<file path="src/rtl/trap_if.sv">
// Bus between the MEM stage and the machine-mode trap controller: trap sources,
// CSR access port, and the redirect / flush / write-back-cancel outputs.
interface trap_if #(
   parameter int XLEN    = 32,
   parameter int NUM_IRQ = 4
);
   // inst_valid qualifies every trap source and mret; there is no backpressure, so
   // a request is accepted in the cycle it is presented if the controller is in RUN.
   logic [NUM_IRQ-1:0] irq;
   logic               inst_valid;
   logic               illegal_inst;
   logic               ecall_m;
   logic               l_access_fault;
   logic               s_access_fault;
   logic               mret;
   logic [XLEN-1:0]    epc_cur;
   logic [XLEN-1:0]    epc_next;
   logic               csr_rw;
   logic [1:0]         csr_wsc;
   logic [11:0]        csr_addr;
   logic [XLEN-1:0]    csr_wdata;
   logic [XLEN-1:0]    csr_rdata;
   logic [XLEN-1:0]    PC_redirect;
   logic               redirect_mux;
   logic               reg_FD_flush;
   logic               reg_DE_flush;
   logic               reg_EM_flush;
   logic               reg_MW_flush;
   logic               RegWrite_cancel;
   logic               dbg_state;

   modport slave (
      input  irq, inst_valid, illegal_inst, ecall_m, l_access_fault, s_access_fault,
      input  mret, epc_cur, epc_next, csr_rw, csr_wsc, csr_addr, csr_wdata,
      output csr_rdata, PC_redirect, redirect_mux, reg_FD_flush, reg_DE_flush,
      output reg_EM_flush, reg_MW_flush, RegWrite_cancel, dbg_state
   );

   modport master (
      output irq, inst_valid, illegal_inst, ecall_m, l_access_fault, s_access_fault,
      output mret, epc_cur, epc_next, csr_rw, csr_wsc, csr_addr, csr_wdata,
      input  csr_rdata, PC_redirect, redirect_mux, reg_FD_flush, reg_DE_flush,
      input  reg_EM_flush, reg_MW_flush, RegWrite_cancel, dbg_state
   );
endinterface

</file>
<file path="src/rtl/trap_unit.sv">
// Machine-mode trap controller: prioritised exceptions and interrupts, M-mode CSR
// file, combinational PC redirect/flush, and a one-cycle BLANK state after each redirect.
module trap_unit #(
   parameter int XLEN     = 32,
   parameter int NUM_IRQ  = 4,
   parameter int IRQ_EDGE = 0
) (
   input logic   clk,
   input logic   rst,
   trap_if.slave bus
);
   localparam logic [11:0] CSR_MSTATUS = 12'h300;
   localparam logic [11:0] CSR_MIE     = 12'h304;
   localparam logic [11:0] CSR_MTVEC   = 12'h305;
   localparam logic [11:0] CSR_MEPC    = 12'h341;
   localparam logic [11:0] CSR_MCAUSE  = 12'h342;
   localparam logic [11:0] CSR_MTVAL   = 12'h343;
   localparam logic [11:0] CSR_MIP     = 12'h344;

   typedef enum logic {RUN = 1'b0, BLANK = 1'b1} state_e;

   state_e           state_q, state_d;
   logic             mstatus_mie_q, mstatus_mpie_q;
   logic [XLEN-1:0]  mie_q, mtvec_q, mepc_q, mcause_q, mtval_q;
   logic [NUM_IRQ-1:0] pend;

   logic             active, exc, irq_hit, irq_take, trap, do_mret, csr_we;
   logic [4:0]       exc_code, irq_code, cause_code;
   logic [XLEN-1:0]  pend_xl, rdata, wval, base, target, cause_val;

   assign active = bus.inst_valid && (state_q == RUN) && !rst;
   assign exc    = active && (bus.illegal_inst || bus.ecall_m ||
                              bus.l_access_fault || bus.s_access_fault);

   always_comb begin
      if (bus.illegal_inst)      exc_code = 5'd2;
      else if (bus.ecall_m)      exc_code = 5'd11;
      else if (bus.l_access_fault) exc_code = 5'd5;
      else                       exc_code = 5'd7;
   end

   // Walk from the top line down so the lowest enabled pending line wins.
   always_comb begin
      irq_hit  = 1'b0;
      irq_code = 5'd0;
      pend_xl  = '0;
      for (int i = NUM_IRQ - 1; i >= 0; i--) begin
         pend_xl[16 + i] = pend[i];
         if (pend[i] && mie_q[16 + i]) begin
            irq_hit  = 1'b1;
            irq_code = 5'(16 + i);
         end
      end
   end

   assign irq_take   = active && !exc && mstatus_mie_q && irq_hit;
   assign trap       = exc || irq_take;
   assign do_mret    = active && bus.mret && !trap;
   assign csr_we     = bus.csr_rw && (bus.csr_wsc != 2'b00) && (state_q == RUN) && !trap && !rst;
   assign cause_code = exc ? exc_code : irq_code;
   assign cause_val  = {irq_take, {(XLEN-6){1'b0}}, cause_code};
   assign base       = {mtvec_q[XLEN-1:2], 2'b00};
   assign target     = (irq_take && mtvec_q[1:0] == 2'b01)
                       ? base + {{(XLEN-7){1'b0}}, cause_code, 2'b00} : base;

   assign bus.PC_redirect     = trap ? target : (do_mret ? mepc_q : '0);
   assign bus.redirect_mux    = trap || do_mret;
   assign bus.reg_FD_flush    = trap || do_mret;
   assign bus.reg_DE_flush    = trap || do_mret;
   assign bus.reg_EM_flush    = trap || do_mret;
   assign bus.reg_MW_flush    = trap || do_mret;
   assign bus.RegWrite_cancel = trap;
   assign bus.dbg_state       = state_q;

   always_comb begin
      rdata = '0;
      case (bus.csr_addr)
         CSR_MSTATUS: begin
            rdata[3] = mstatus_mie_q;
            rdata[7] = mstatus_mpie_q;
         end
         CSR_MIE:    rdata = mie_q;
         CSR_MTVEC:  rdata = mtvec_q;
         CSR_MEPC:   rdata = mepc_q;
         CSR_MCAUSE: rdata = mcause_q;
         CSR_MTVAL:  rdata = mtval_q;
         CSR_MIP:    rdata = pend_xl;
         default:    rdata = '0;
      endcase
   end
   assign bus.csr_rdata = rdata;

   always_comb begin
      case (bus.csr_wsc)
         2'b01:   wval = bus.csr_wdata;
         2'b10:   wval = rdata | bus.csr_wdata;
         2'b11:   wval = rdata & ~bus.csr_wdata;
         default: wval = rdata;
      endcase
   end

   assign state_d = (state_q == RUN && (trap || do_mret)) ? BLANK : RUN;

   always_ff @(posedge clk) begin
      if (rst) begin
         state_q        <= RUN;
         mstatus_mie_q  <= 1'b0;
         mstatus_mpie_q <= 1'b0;
         mie_q          <= '0;
         mtvec_q        <= '0;
         mepc_q         <= '0;
         mcause_q       <= '0;
         mtval_q        <= '0;
      end else begin
         if (csr_we) begin
            case (bus.csr_addr)
               CSR_MSTATUS: begin
                  mstatus_mie_q  <= wval[3];
                  mstatus_mpie_q <= wval[7];
               end
               CSR_MIE:    mie_q    <= wval;
               CSR_MTVEC:  mtvec_q  <= wval;
               CSR_MEPC:   mepc_q   <= {wval[XLEN-1:2], 2'b00};
               CSR_MCAUSE: mcause_q <= wval;
               CSR_MTVAL:  mtval_q  <= wval;
               default: ;
            endcase
         end
         if (trap) begin
            mepc_q         <= exc ? {bus.epc_cur[XLEN-1:2], 2'b00}
                                  : {bus.epc_next[XLEN-1:2], 2'b00};
            mcause_q       <= cause_val;
            mtval_q        <= exc ? bus.epc_cur : '0;
            mstatus_mpie_q <= mstatus_mie_q;
            mstatus_mie_q  <= 1'b0;
         end else if (do_mret) begin
            mstatus_mie_q  <= mstatus_mpie_q;
            mstatus_mpie_q <= 1'b1;
         end
         state_q <= state_d;
      end
   end

   generate
      if (IRQ_EDGE != 0) begin : g_edge
         logic [NUM_IRQ-1:0] pend_q, irq_prev_q;
         // A new rising edge beats the clear of an interrupt taken on the same edge.
         always_ff @(posedge clk) begin
            if (rst) begin
               pend_q     <= '0;
               irq_prev_q <= '0;
            end else begin
               irq_prev_q <= bus.irq;
               for (int i = 0; i < NUM_IRQ; i++) begin
                  pend_q[i] <= (bus.irq[i] && !irq_prev_q[i]) ||
                               (pend_q[i] && !(irq_take && irq_code == 5'(16 + i)));
               end
            end
         end
         assign pend = pend_q;
      end else begin : g_level
         assign pend = bus.irq;
      end
   endgenerate
endmodule

</file>
<file path="src/flat_wrapper.sv">
// flat-port wrapper written by rule: the top's interface ports become plain ports
module trap_unit_flat 
#(
   parameter int XLEN     = 32,
   parameter int NUM_IRQ  = 4,
   parameter int IRQ_EDGE = 0
)
  (clk, rst, bus_irq, bus_inst_valid, bus_illegal_inst, bus_ecall_m, bus_l_access_fault, bus_s_access_fault, bus_mret, bus_epc_cur, bus_epc_next, bus_csr_rw, bus_csr_wsc, bus_csr_addr, bus_csr_wdata, bus_csr_rdata, bus_PC_redirect, bus_redirect_mux, bus_reg_FD_flush, bus_reg_DE_flush, bus_reg_EM_flush, bus_reg_MW_flush, bus_RegWrite_cancel, bus_dbg_state);
  trap_if #(.XLEN(XLEN), .NUM_IRQ(NUM_IRQ)) bus_i ();
  input logic clk;
  input logic rst;
  input wire logic [$bits(bus_i.irq)-1:0] bus_irq;
  input wire logic [$bits(bus_i.inst_valid)-1:0] bus_inst_valid;
  input wire logic [$bits(bus_i.illegal_inst)-1:0] bus_illegal_inst;
  input wire logic [$bits(bus_i.ecall_m)-1:0] bus_ecall_m;
  input wire logic [$bits(bus_i.l_access_fault)-1:0] bus_l_access_fault;
  input wire logic [$bits(bus_i.s_access_fault)-1:0] bus_s_access_fault;
  input wire logic [$bits(bus_i.mret)-1:0] bus_mret;
  input wire logic [$bits(bus_i.epc_cur)-1:0] bus_epc_cur;
  input wire logic [$bits(bus_i.epc_next)-1:0] bus_epc_next;
  input wire logic [$bits(bus_i.csr_rw)-1:0] bus_csr_rw;
  input wire logic [$bits(bus_i.csr_wsc)-1:0] bus_csr_wsc;
  input wire logic [$bits(bus_i.csr_addr)-1:0] bus_csr_addr;
  input wire logic [$bits(bus_i.csr_wdata)-1:0] bus_csr_wdata;
  output wire logic [$bits(bus_i.csr_rdata)-1:0] bus_csr_rdata;
  output wire logic [$bits(bus_i.PC_redirect)-1:0] bus_PC_redirect;
  output wire logic [$bits(bus_i.redirect_mux)-1:0] bus_redirect_mux;
  output wire logic [$bits(bus_i.reg_FD_flush)-1:0] bus_reg_FD_flush;
  output wire logic [$bits(bus_i.reg_DE_flush)-1:0] bus_reg_DE_flush;
  output wire logic [$bits(bus_i.reg_EM_flush)-1:0] bus_reg_EM_flush;
  output wire logic [$bits(bus_i.reg_MW_flush)-1:0] bus_reg_MW_flush;
  output wire logic [$bits(bus_i.RegWrite_cancel)-1:0] bus_RegWrite_cancel;
  output wire logic [$bits(bus_i.dbg_state)-1:0] bus_dbg_state;
  assign bus_i.irq = bus_irq;
  assign bus_i.inst_valid = bus_inst_valid;
  assign bus_i.illegal_inst = bus_illegal_inst;
  assign bus_i.ecall_m = bus_ecall_m;
  assign bus_i.l_access_fault = bus_l_access_fault;
  assign bus_i.s_access_fault = bus_s_access_fault;
  assign bus_i.mret = bus_mret;
  assign bus_i.epc_cur = bus_epc_cur;
  assign bus_i.epc_next = bus_epc_next;
  assign bus_i.csr_rw = bus_csr_rw;
  assign bus_i.csr_wsc = bus_csr_wsc;
  assign bus_i.csr_addr = bus_csr_addr;
  assign bus_i.csr_wdata = bus_csr_wdata;
  assign bus_csr_rdata = bus_i.csr_rdata;
  assign bus_PC_redirect = bus_i.PC_redirect;
  assign bus_redirect_mux = bus_i.redirect_mux;
  assign bus_reg_FD_flush = bus_i.reg_FD_flush;
  assign bus_reg_DE_flush = bus_i.reg_DE_flush;
  assign bus_reg_EM_flush = bus_i.reg_EM_flush;
  assign bus_reg_MW_flush = bus_i.reg_MW_flush;
  assign bus_RegWrite_cancel = bus_i.RegWrite_cancel;
  assign bus_dbg_state = bus_i.dbg_state;
  trap_unit #(.XLEN(XLEN), .NUM_IRQ(NUM_IRQ), .IRQ_EDGE(IRQ_EDGE)) u_core (.clk(clk), .rst(rst), .bus(bus_i));
endmodule
</file>
<file path="config.mk">
export PLATFORM = sky130hd
export DESIGN_NAME = trap_unit_flat
export DESIGN_NICKNAME = d
export VERILOG_FILES = /design/src/rtl/trap_if.sv /design/src/rtl/trap_unit.sv /design/src/flat_wrapper.sv
export SDC_FILE = /design/constraint.sdc
export NUM_CORES = 1
export LEC_CHECK = 0
export CAP_MARGIN = 20
export CORE_MARGIN = 2
export CORE_UTILIZATION = 50
export DETAILED_ROUTE_END_ITERATION = 12
export PLACE_DENSITY_LB_ADDON = 0.25
export SLEW_MARGIN = 20
export SYNTH_ARGS = -nofsm -noshare
export SYNTH_HDL_FRONTEND = slang
export SYNTH_SLANG_ARGS = --single-unit
</file>
<file path="constraint.sdc">
create_clock -name clk -period 8.8 [get_ports clk]
set_input_delay 2.64 -clock clk [delete_from_list [all_inputs] [get_ports clk]]
set_output_delay 2.64 -clock clk [all_outputs]
set_load 0.02 [all_outputs]
</file>
== Word-level counts from Yosys, hierarchy flattened ==
Index checks and enable logic that the tools add are counted.
Cells by class
  $add $sub $neg: 1
  eq/ne operators: 11
  multiplexer cells: 40
  bitwise logic cells: 4
  reductions and logical operators: 44
Operator list (number)
  32-bit two-way mux: 14
  24-bit one-hot mux with 6 select lines: 1
  32-bit one-hot mux with 3 select lines: 1
  12-bit by 10-bit == test with 1-bit output (second input constant): 7
  5-bit two-way mux: 7
  32-bit by 7-bit adder with 32-bit output: 1
  32-bit AND: 1
  32-bit inverter: 1
  32-bit bitwise OR: 1
  3-bit one-hot mux with 5 select lines: 2
  1-bit logical AND: 18
  2-bit AND reduction: 8
  2-bit nonzero test: 7
  1-bit two-way mux: 12
  1-bit one-hot mux with 6 select lines: 2
  3-bit nonzero test: 2
  1-bit logical OR: 5
  2-bit by 1-bit == test with 1-bit output (second input constant): 2
  2-bit == test (second input constant): 2
  1-bit zero test: 3
  2-bit two-way mux: 1
  2-bit OR reduction: 1
  1-bit inverter: 1
Word-level totals
  register bits after elaboration: 163
  input port bits: 123

== Logic depth before layout (Yosys ltp) ==
  word-level depth: 15
  mapped depth: 15
  mapped depth without buffers: 13

== Worst setup path after synthesis ==
OpenSTA, ideal clock, no wires.
  path kind: input-to-output
  start point: input rst
  end point: output bus_PC_redirect[26]
  arrival time: 5.903 ns
  required time: 6.160 ns
  slack: 0.257 ns
  stages on the path: 12
  buffers on the path: 4
  cells stage by stage: or3b_2 > clkbuf_1 > nor2_1 > clkbuf_1 > clkbuf_1 > a21oi_1 > ha_1 > a21boi_0 > clkbuf_1 > o2111ai_1 > xor2_1 > o21ai_0
Between the ends
  longest elaborated chain between the ends: 12
  elaborated cells between the ends (all ways): 17
Ends and longest elaborated chain
  from (decl): line flat_wrapper.sv:11  | input logic rst;
  1-bit zero test (*): line trap_unit.sv:31  | assign active = bus.inst_valid && (state_q == RUN) && !rst;
  1-bit logical AND (*): line trap_unit.sv:31
  branches (longest 9 deep; another with 32-bit by 7-bit adder with 32-bit output)
  32-bit two-way mux (*): line trap_unit.sv:66  | assign bus.PC_redirect = trap ? target : (do_mret ? mepc_q : '0);
  to (decl): line flat_wrapper.sv:26  | output wire logic [$bits(bus_i.PC_redirect)-1:0] bus_PC_redirect;
Every way passes the cells marked *.

== Worst setup path in the final report ==
  start point: input bus_illegal_inst
  end point: output bus_PC_redirect[23]
Between the ends
  longest elaborated chain between the ends: 13
  elaborated cells between the ends (all ways): 18
Ends and longest elaborated chain
  from (decl): line flat_wrapper.sv:14  | input wire logic [$bits(bus_i.illegal_inst)-1:0] bus_illegal_inst;
  branches (longest 12 deep; another with 32-bit by 7-bit adder with 32-bit output)
  32-bit two-way mux (*): line trap_unit.sv:66
Marks and branches as above.

==> summary.md <==
| Metric | Value |
|---|---|
| Worst-margin pin slew | `between 1 and 1.5 ns` |
| Prevailing post-synth register cell | `dfxtp_1` |
| Congestion Overflow GR | `0` |
| I/O Buffers | `between 150 and 200` |
| Clk sinks | `161` |
| Fin. Hold Viols | `0` |
| Antenna violation net count after detailed routing | `0` |
| Leak | `between 5 and 6 nW` |
| Total power draw | `1.84 mW` |
| Fmax | `around 120 MHz` |
| Routed WL per cell | `~24 um` |
| Final hold slack | `approximately 0.45 ns` |
| Most frequent cell on the critical path | `buf_4` |
| Max-slew headroom | `0.244` |
| # setup viols final | `0` |
| Critical path data arrival time | `roughly 6.0 ns` |
| Most common cell in the netlist | `nand2_1` |
| Rows | `52` |
| WP buf/inv | `6` |
| Crit share post-route | `0.980` |
| Global-route wire length before repair | `between 60 and 70 mm` |
| Yosys warning count | `0` |
| Max-Cap Viols | `0` |
| Die Y-Extent | `about 150 um` |
| Post-synth top area cell | `dfxtp_1` |
| Final WS setup | `~0.17 ns` |
| Worst endpoint required time | `around 6 ns` |
| Design area | `between 10000 and 15000 um2` |
| Post-synthesis instance area | `roughly 10000 um2` |
| Initial Utilization | `0.512` |
| Vias | `around 12000` |
| Peak supply drop | `around 0.13 mV` |
| Vias in the first global route | `approximately 11000` |
| Post-synth EDFFs | `0` |
| Max Slew Vio Count | `0` |
| Die area | `22000 um2` |
| CTS Hold Bufs | `0` |
| Layout area overhead | `28.8%` |
| Crit path largest cell delay | `between 0.5 and 0.6 ns` |
| Seq cells post-synth | `between 150 and 200` |
| Die span in x | `about 150 um` |
| Place WS | `-0.400 ns` |
| Status | `complete, no violations` |
| Ranking of synthesized cells by area | `dfxtp_1 (31%), nand2_1 (7.6%), o21ai_0 (7.5%)` |
| Most frequent cells after synthesis | `nand2_1 (210), dfxtp_1 (161), o21ai_0 (157), nor2_1 (84), a21oi_1 (75)` |
| Slowest CP cell | `or4_1` |
| Ant diodes | `0` |
| CORE AREA | `between 20000 and 25000 um2` |
| Ys async rst share | `0` |
| Cell family with most CP delay | `buffers and inverters` |
| Clock tree buffer depth | `2` |
| Worst setup EP type | `output port` |
| Worst-skew pair later-pin latency | `approximately 0.43 ns` |
| Drt via density | `6.61` |
| Final HPWL DP | `just over 30 mm` |
| Crit-path max FO | `12` |
| Register area share after synthesis | `0.309` |
| GRT Overall Usage | `0.387` |
| Final core occ | `0.660` |
| # fillers | `1772` |
| Worst Path Class, Setup | `in -> out` |
| Finished Layout Cells | `roughly 1800` |
| WL final | `43.5 mm` |
| Setup TNS Final | `0 ns` |
| Final Skew | `between 0.007 and 0.008 ns` |
| Initial DRC count | `about 1700` |
| Pwr Density | `roughly 140 nW/um2` |
| Syn Area/Cell | `7.54 um2` |
| Clock transition at path regs | `~0.07 ns` |
| Netlist cell types | `79` |
| Mapped Cells | `roughly 1400` |
| DP Area | `between 10000 and 15000 um2` |
| CP Cell Sequence | `clkdlybuf4s50_1, buf_4, or4_1, nand2_1, buf_4, nor3_1, ha_1, buf_4, a21oi_1, o21ai_0, buf_4, nand4_1, xor2_1, o21ai_0, dlygate4sd2_1` |
| Area fraction of the dominant cell type after synthesis | `0.309` |
| Hold WC Path Type | `reg -> reg` |
| CTS tree | `built` |
| Reg-to-reg slack, setup | `4.60 ns` |
| H-Tree Depth | `4` |
| Io pins | `a little under 200` |
| Largest net degree at the start of global routing | `69` |
| Fin nets | `1692` |
| Drt first pass iters | `6` |
| Antenna violations before repair | `0` |
| Share of layout cells above drive strength 1 | `0.132` |
| DRC viols | `0` |
| Placer Congestion | `roughly 1` |
| Startpoint types | `primary input` |
| Cells after DPL | `approximately 1800` |
| Total CTS buffers | `17` |
| Post-layout min period | `between 8 and 9 ns` |
| Root buf cell | `clkbuf_16` |
## state kept, by name, summed over array words and instances (netlist names)
name and count:
u_core.mstatus_mie_q 1, u_core.mtvec_q 32, u_core.mcause_q 32, u_core.mepc_q 30, u_core.bus.dbg_state 1, u_core.mie_q 32, u_core.mtval_q 32, u_core.mstatus_mpie_q 1
## metal layers
metal,global-route usage,part of all wire,vias up
li1,-,-,5468
met1,0.510,0.38,5675
met2,0.589,0.43,888
met3,0.0975,0.14,163
met4,0.193,0.053,0
met5,0.00227,0,-
## worst reg2reg max path, delay by kind of cell (launching register included)
family | cells | cell delay (ns)
and+or+nand+nor | 5 | 1.65
AOI/OAI and AO/OA | 1 | 0.10
DFF | 1 | 0.34
buffers and inverters | 6 | 2.02
## layout make-up
cell class	count	area [um2]	area share
Clock inverter	15	174	0.0129
Inverter	30	113	0.00838
Clock buffer	17	425	0.0316
Tap cell	270	338	0.0251
Sequential cell	161	3220	0.240
Timing Repair Buffer	279	2540	0.189
Multi-Input combinational cell	1074	6630	0.493
## power by group
part	total (mW)	switching [mW]	internal [mW]
combinational	0.295	0.176	0.118
sequential	0.768	0.0184	0.749
clock	0.774	0.346	0.428
## placed cells by master (no fill, tap or decap), types with 21 or more instances in the layout
| master | Yosys | final |
|---|---|---|
| xor2_1 | 25 | 24 |
| a211oi_1 | 54 | 54 |
| mux2_2 | 34 | 34 |
| nor2_1 | 84 | 83 |
| a21oi_1 | 75 | 75 |
| nand3_1 | 63 | 63 |
| o21ai_0 | 157 | 147 |
| buf_4 | 8 | 93 |
| nand4_1 | 21 | 21 |
| nand2_1 | 210 | 210 |
| clkdlybuf4s50_1 | 0 | 161 |
| inv_1 | 27 | 27 |
| dfxtp_1 | 161 | 161 |
| a31oi_1 | 31 | 31 |
| mux2i_1 | 32 | 32 |
## logic make-up (layout without fill, tap and decap cells)
logic type | count (synthesis) | count (layout) | synth area share
AO/OA/AOI/OAI | 467 | 467 | 0.289
XOR/XNOR | 37 | 37 | 0.0311
adder cells (fa/ha/maj) | 6 | 6 | 0.00792
buffers and inverters | 150 | 341 | 0.0630
flip-flops | 161 | 161 | 0.309
multiplexers | 66 | 66 | 0.0674
other | 1 | 2 | 0.000359
AND/OR/NAND/NOR | 496 | 496 | 0.233
## path summary, 6_finish.rpt
check / end / from / cells past startpoint
worst max-delay path: bus_PC_redirect[23] / bus_illegal_inst / 15
worst min-delay path: u_core.mcause_q[9] / u_core.mcause_q[9] / 2
worst max register to register: u_core.mtvec_q[17] / u_core.bus.dbg_state / 12
worst min register to register: u_core.mcause_q[9] / u_core.mcause_q[9] / 2
## timing repair
action                     CTS  global route
pin swaps                    0             3
resized for setup           56            45
setup endpoints to repair   19            19
setup buffers                1             0
No activity file was read; power rests on OpenSTA's default activity.
